==> config.mk <==
export PLATFORM = sky130hd
export DESIGN_NAME = command_reader_controller
export DESIGN_NICKNAME = d
export VERILOG_FILES = /design/src/rtl/cmd_reader_pkg.sv /design/src/rtl/command_reader_controller.sv
export SDC_FILE = /design/constraint.sdc
export NUM_CORES = 1
export LEC_CHECK = 0
export BUFFER_PORTS_ARGS = -buffer_cell sky130_fd_sc_hd__buf_2
export CORE_MARGIN = 4
export CORE_UTILIZATION = 45
export DETAILED_ROUTE_END_ITERATION = 12
export PLACE_DENSITY = 0.71
export SKIP_LAST_GASP = 1
export SLEW_MARGIN = 20
export SYNTH_ARGS = -nofsm -noshare
export SYNTH_HDL_FRONTEND = slang
export SYNTH_SLANG_ARGS = --single-unit
==> constraint.sdc <==
create_clock -name clk -period 2.4 [get_ports clk]
set_clock_uncertainty 0.1 [all_clocks]
set_input_delay 0.24 -clock clk [delete_from_list [all_inputs] [get_ports clk]]
set_output_delay 0.24 -clock clk [all_outputs]
set_load 0.03 [all_outputs]
==> src/rtl/cmd_reader_pkg.sv <==
// Shared types and constants for the command reader.
// Holds the FSM state encoding plus the word/timer select codes.
package cmd_reader_pkg;

  typedef enum logic [2:0] {
    S_IDLE,
    S_DECODE,
    S_WAIT_MAX,
    S_LOAD,
    S_WAIT_TX
  } state_t;

  localparam logic [1:0] WS_HOLD  = 2'b00;
  localparam logic [1:0] WS_MAX   = 2'b01;
  localparam logic [1:0] WS_TRUE  = 2'b10;
  localparam logic [1:0] WS_FALSE = 2'b11;

  localparam logic [1:0] TS_CLEAR = 2'b00;
  localparam logic [1:0] TS_COUNT = 2'b01;
  localparam logic [1:0] TS_HOLD  = 2'b10;

  localparam logic [3:0] OP_READ_MAX_C = 4'h1;
  localparam logic [3:0] OP_STATUS_C   = 4'h2;

  function automatic logic [7:0] sat_inc(
    input logic [7:0] v
  );
    return (v == 8'hFF) ? v : v + 8'd1;
  endfunction

endpackage

==> src/rtl/command_reader_controller.sv <==
// Command reader FSM: decodes host bytes, drives the capture
// request, word/timer selects and the UART transmit strobe.
module command_reader_controller
  import cmd_reader_pkg::*;
#(
  parameter int         NUM_CHANNELS = 4,
  parameter logic [3:0] OP_READ_MAX  = OP_READ_MAX_C,
  parameter logic [3:0] OP_STATUS    = OP_STATUS_C
) (
  input  logic       clk,
  input  logic       reset_b,
  input  logic       cmd_valid,
  input  logic [7:0] cmd,
  output logic       cmd_busy,
  output logic       max_req,
  output logic [2:0] ch_sel,
  input  logic       max_valid,
  input  logic       ping_flag,
  input  logic       timeout,
  output logic [1:0] timer_sel,
  output logic [1:0] word_sel,
  output logic       tx_start,
  input  logic       tx_busy,
  output logic [7:0] err_count
);

  state_t     state_q;
  logic [7:0] cmd_q;
  logic [7:0] err_q;
  logic       busy_q;
  logic       max_req_q;
  logic       tx_start_q;
  logic [1:0] timer_sel_q;
  logic [1:0] word_sel_q;

  logic is_rd;
  logic is_st;
  logic ch_ok;

  assign is_rd = (cmd_q[7:4] == OP_READ_MAX);
  assign is_st = (cmd_q[7:4] == OP_STATUS);
  assign ch_ok = (int'(cmd_q[3:0]) < NUM_CHANNELS);

  always_ff @(posedge clk) begin
    if (!reset_b) begin
      state_q     <= S_IDLE;
      cmd_q       <= 8'h00;
      err_q       <= 8'h00;
      busy_q      <= 1'b0;
      max_req_q   <= 1'b0;
      tx_start_q  <= 1'b0;
      timer_sel_q <= TS_CLEAR;
      word_sel_q  <= WS_HOLD;
    end else begin
      max_req_q <= 1'b0;
      tx_start_q <= 1'b0;
      unique case (state_q)
        S_IDLE: begin
          word_sel_q  <= WS_HOLD;
          timer_sel_q <= TS_CLEAR;
          if (cmd_valid) begin
            cmd_q   <= cmd;
            busy_q  <= 1'b1;
            state_q <= S_DECODE;
          end
        end
        S_DECODE: begin
          state_q     <= S_LOAD;
          timer_sel_q <= TS_CLEAR;
          unique case (1'b1)
            is_rd && ch_ok: begin
              max_req_q   <= 1'b1;
              timer_sel_q <= TS_COUNT;
              state_q     <= S_WAIT_MAX;
            end
            is_st: begin
              word_sel_q <= ping_flag ? WS_TRUE : WS_FALSE;
            end
            default: begin
              word_sel_q <= WS_FALSE;
              err_q      <= sat_inc(err_q);
            end
          endcase
        end
        S_WAIT_MAX: begin
          // max_valid takes priority over a coincident timeout
          if (max_valid) begin
            word_sel_q  <= WS_MAX;
            timer_sel_q <= TS_CLEAR;
            state_q     <= S_LOAD;
          end else if (timeout) begin
            word_sel_q  <= WS_FALSE;
            timer_sel_q <= TS_CLEAR;
            err_q       <= sat_inc(err_q);
            state_q     <= S_LOAD;
          end
        end
        S_LOAD: begin
          word_sel_q <= WS_HOLD;
          tx_start_q <= !tx_busy;
          state_q    <= S_WAIT_TX;
        end
        S_WAIT_TX: begin
          // pulse is already out this cycle: finish the transaction
          if (tx_start_q) begin
            busy_q  <= 1'b0;
            state_q <= S_IDLE;
          end else begin
            tx_start_q <= !tx_busy;
          end
        end
        default: begin
          busy_q  <= 1'b0;
          state_q <= S_IDLE;
        end
      endcase
    end
  end

  assign cmd_busy  = busy_q;
  assign max_req   = max_req_q;
  assign ch_sel    = cmd_q[2:0];
  assign timer_sel = timer_sel_q;
  assign word_sel  = word_sel_q;
  assign tx_start  = tx_start_q;
  assign err_count = err_q;

endmodule

* After elaboration in Yosys (flattened, before gate mapping)
Index checks and enable logic that the tools add are counted.
Operators by class: multiplexer cells 26, $lt $le $gt $ge 1, bitwise operators 1, reduce and logical (&&, ||, !) cells 16, equal/unequal tests 14, add/sub/neg operators 1
Operator list (count):
- 2-to-1 mux 8 bit | 4
- one-hot mux 8 bit (2 select lines) | 1
- one-hot mux 3 bit (5 select lines) | 1
- 2-to-1 mux 3 bit | 4
- != test 2 bit, second input constant | 6
- one-hot mux 2 bit (3 select lines) | 2
- AND reduction 3 bit | 3
- adder 8 x 1 -> 8 bit, second input constant | 1
- == test 8 bit, second input constant | 1
- 2-to-1 mux 2 bit | 4
- 2-to-1 mux 1 bit | 7
- == test 3 x 2 -> 1 bit, second input constant | 2
- AND reduction 2 bit | 3
- nonzero test 3 bit | 2
- == test 4 x 1 -> 1 bit, second input constant | 1
- == test 4 x 2 -> 1 bit, second input constant | 1
- less-than comparator 4 x 3 -> 1 bit, second input constant | 1
- one-hot mux 2 bit (2 select lines) | 1
- AND reduction 4 bit | 1
- OR reduction 2 bit | 2
- == test 3 x 1 -> 1 bit, second input constant | 1
- == test 3 bit, second input constant | 1
- logical NOT 3 bit | 1
- != test 3 bit, second input constant | 1
- other kinds (7) | 7
Word-level totals: input port bits 15, register bits after elaboration 26, logic and storage cells 67

* Longest topological paths before layout
depth after elaboration 5, depth in mapped cells 7, depth with buffers taken out 6

* Worst setup path after synthesis
OpenSTA, ideal clock, no wires.
path type reg-to-reg, from reg err_q[0], in the netlist err_count[0], to reg err_q[1], in the netlist err_count[1], arrival time 1.571 ns, library setup time 0.128 ns, stages on the path, launching flop included 8, required time 2.172 ns, setup slack 0.602 ns, buffers on the path 1, path through dfxtp_1 -> ha_1 -> nand3_1 -> o22ai_1 -> o21bai_4 -> buf_2 -> mux2i_1 -> nor2_1
Between the ends: word-level cells in the longest chain between the ends 5
Ends and longest elaborated chain:
- start, declared | RTL line command_reader_controller.sv:29 | logic [7:0] err_q;
- start signal, assigned | RTL line command_reader_controller.sv:81 | err_q <= sat_inc(err_q);
- start signal, assigned | RTL line command_reader_controller.sv:94 | err_q <= sat_inc(err_q);
- adder 8 x 1 -> 8 bit or == test 8 bit (tied branches) | RTL line cmd_reader_pkg.sv:28 | return (v == 8'hFF) ? v : v + 8'd1;
- 2-to-1 mux 8 bit (*) | RTL line cmd_reader_pkg.sv:28
- 2-to-1 mux 8 bit | RTL line command_reader_controller.sv:91 | end else if (timeout) begin
- 2-to-1 mux 8 bit | RTL line command_reader_controller.sv:87 | if (max_valid) begin
- one-hot mux 8 bit (2 select lines) (*) | RTL line command_reader_controller.sv:57 | unique case (state_q)
Mark *: on every way between the ends. The rest lies on a longest branch, timed or not. The select of a mux whose other input is x is not followed. A chain may end at the register's enable or synchronous reset.

* Worst setup path after layout
from reg state_q[1], to reg err_q[5], in the netlist err_count[5]
Between the ends: word-level cells in the longest chain between the ends 3
Ends and longest elaborated chain:
- start, declared | RTL line command_reader_controller.sv:27 | state_t state_q;
- start signal, assigned | RTL line command_reader_controller.sv:46 | state_q <= S_IDLE;
- start signal, assigned | RTL line command_reader_controller.sv:64 | state_q <= S_DECODE;
- start signal, assigned | RTL line command_reader_controller.sv:68 | state_q <= S_LOAD;
- == test 3 x 2 -> 1 bit or == test 3 x 1 -> 1 bit (tied branches) | RTL line command_reader_controller.sv:57
- != test 2 bit (no line) or nonzero test 2 bit (tied branches)
- AND reduction 4 bit (no line)
Parallel ways exist; a longest one is shown, timed or not.

==> reports/qor.yml <==
async_flop_share_pct: 0
synth_common_cells: "25 x dfxtp_1, 21 x nand2_1, 17 x a21oi_1"
drt_iter0_drc: 26
worstPathMaxFanout: 14
max_freq_mhz: 496
leakagePower_nw: 0.558
clock-sinks: 25
synth.top_cell.area_share_pct: 43.3
cts_tree: "yes"
seqPwrFrac_pct: 54.4
intPower_w: 0.000596
setup_tns_ns: 0
gr-total-overflow: 0
combPwrFrac_pct: 24.8
fin_nets: 183
grt_setup_unrepaired: "no"
cts_setup_buffers: 0
relSlewSlack_pct: 44.7
dp_hpwl_um: 1810
die_area_um2: 3440
die_h_um: 58.7
clkTransAtPathRegs_ns: 0.13
pre_cts_slack_ns: 0.406
cp_cell_sequence: "and2b_1, a21oi_1, o21bai_4, or4_1, a21oi_1"
worstSetupEndpointType: "flip-flop"
crit_top_cell: "a21oi_1"
grt_pass1_wl_um: 4010
cts_buffers: 3
ys_ff_latch: 25
syn_avg_cell_area_um2: 8.26
cts_resized: 0
synth.most_common_cell: "dfxtp_1"
yosys_most_used_dff: "dfxtp_1"
critPathKind: "reg -> reg"
place_area_um2: 1290
power_frac_clock_pct: 20.7
yosys_warnings: 0
p_per_area_nw_per_um2: 673
r2r-start: "state_q[1]"
antenna_found_initial: 0
first_pass_iters: 4
drive_gt1_share_pct: 22.3
cts-root-buf: "clkbuf_4"
r2r-end: "err_count[5]"
fin_crit_sh_pct: 83.9
initial_core_util_pct: 47.1
final_cell_area_um2: 1320
max-cap-violations: 0
core_um2: 2450
rr_worst_depth: 5
wl_um: 2440
cts-hold-fix-buffers: 1
startpoint: "state_q[1]"
ys_seq_area_share_pct: 43.3
finalHoldViolCount: 0
fin_crit_ns: 2.01
status: "complete, no violations"
drv_slew: 0
first_global_vias: 941
drc: 0
synth_cell_types: 39
dieWidth_um: 58.7
rows: 18
drtAntennaViolNets: 0
ioPinCount: 33
worst_pin_slew_ns: 0.828
endpoint: "err_count[5]"
track_usage_pct: 14.7
vias: 1060
portBuffers: 31
synthTopCellsByArea: "dfxtp_1 43%, a21oi_1 7.4%, nand2_1 6.8%"
hp-class: "in -> reg"
routedWlPerCell_um: 12.5
htree_levels: 1
syn_inst: 140
grt_max_degree: 19
gp_congestion: 0.798
syn_nets: 156
p_switching_w: 0.000294
synth_edf_count: 0
syn_to_final_growth_pct: 14.4
fin_util_pct: 53.9
r2r_setup_slack_ns: 0.39
critPathLaunchType: "flip-flop"
p_sw_share_pct: 33.0
layout_setup_ws_ns: 0.385
clockBufferDepth: 2
worstPathArrival_ns: 2.16
setup_violations: 0
max-vdd-ir-drop_mv: 0.432
cp.required_ns: 2.54
syn-cell-area_um2: 1160
slowest_stage: "dfxtp_1"
routed_via_density: 5.41
insertion_delay_ns: 0.31
synth_top_area_cell: "dfxtp_1"
slowest_delay_ns: 0.54
antenna_cells: 0
## layout make-up
cell class | instances | area [um^2]
tap | 30 | 37.5
inverter | 2 | 7.51
sequential | 25 | 500
multi-input combinational | 103 | 586
clock buffer | 4 | 26.3
timing repair buffer | 32 | 165
fill | 250 | 1130
## kinds of logic after synthesis
kind of cell	after synthesis	share of synthesized area (%)
mux	1	0.866
compound gates	35	19.2
xor+xnor	1	0.758
other cells	1	0.324
fa+ha+maj	1	1.08
buf+inv	12	6.06
flops	25	43.3
simple gates	64	28.5
## power groups by stage
stage          Clock (W)  Sequential (W)  Combinational (W)
2_1_floorplan          0        0.000507           0.000161
3_3_place_gp           0        0.000490           0.000216
3_5_place_dp           0        0.000494           0.000221
4_1_cts         0.000194        0.000484           0.000223
5_1_grt         0.000212        0.000492           0.000245
6_report        0.000184        0.000484           0.000221
## through the flow
step / std cells / hold WS [ns] / total power, W
after detailed placement: 191 / 0.298 / 0.000714
after CTS: 196 / 0.0379 / 0.000901
after global placement: 191 / 0.295 / 0.000706
after floorplan: 140 / 0.212 / 0.000669
after global routing: 196 / 0.0387 / 0.000949
final: 196 / 0.0467 / 0.000890
## cell usage in the layout (no fill, tap or decap), drive strengths merged, types with 3 or more instances in the layout
cell / netlist / layout
clkbuf: 3 / 4
o21a: 3 / 3
nand2: 21 / 21
a211oi: 3 / 3
a21oi: 17 / 17
nand2b: 4 / 4
buf: 7 / 31
nor2: 16 / 16
o21ai: 4 / 4
nor3: 4 / 4
dfxtp: 25 / 25
or4: 3 / 3
nand3: 4 / 4
o31ai: 3 / 3
## registers in the layout (all words and copies together), names as in the netlist
| name | count |
|---|---|
| cmd_busy | 1 |
| timer_sel | 1 |
| max_req | 1 |
| word_sel | 2 |
| cmd_q | 8 |
| state_q | 3 |
| tx_start | 1 |
| err_count | 8 |
## how the worst min path moves through the flow
stage	from	end	slack (ns)	cells past startpoint
5_1_grt	cmd[4]	cmd_q[4]	0.04	3
2_1_floorplan	tx_busy	tx_start	0.21	1
3_3_place_gp	tx_busy	tx_start	0.30	2
3_5_place_dp	tx_busy	tx_start	0.30	2
6_report	cmd[0]	cmd_q[0]	0.05	3
4_1_cts	cmd[0]	cmd_q[0]	0.04	3
## worst max-delay path, delay by kind of cell (launching register included)
family | cells | cell delay, ns
flip-flops | 1 | 0.54
AND/OR/NAND/NOR | 2 | 0.77
AO/OA/AOI/OAI | 3 | 0.53
## metal layers
layer / vias up / part of all wire, % / GRT usage (%)
li1: 538 / - / -
met5: - / 0 / 0
met4: 0 / 1.9 / 8.09
met2: 31 / 46 / 23.4
met3: 6 / 7.0 / 3.29
met1: 485 / 45 / 18.5
No activity file was read; power rests on OpenSTA's default activity.
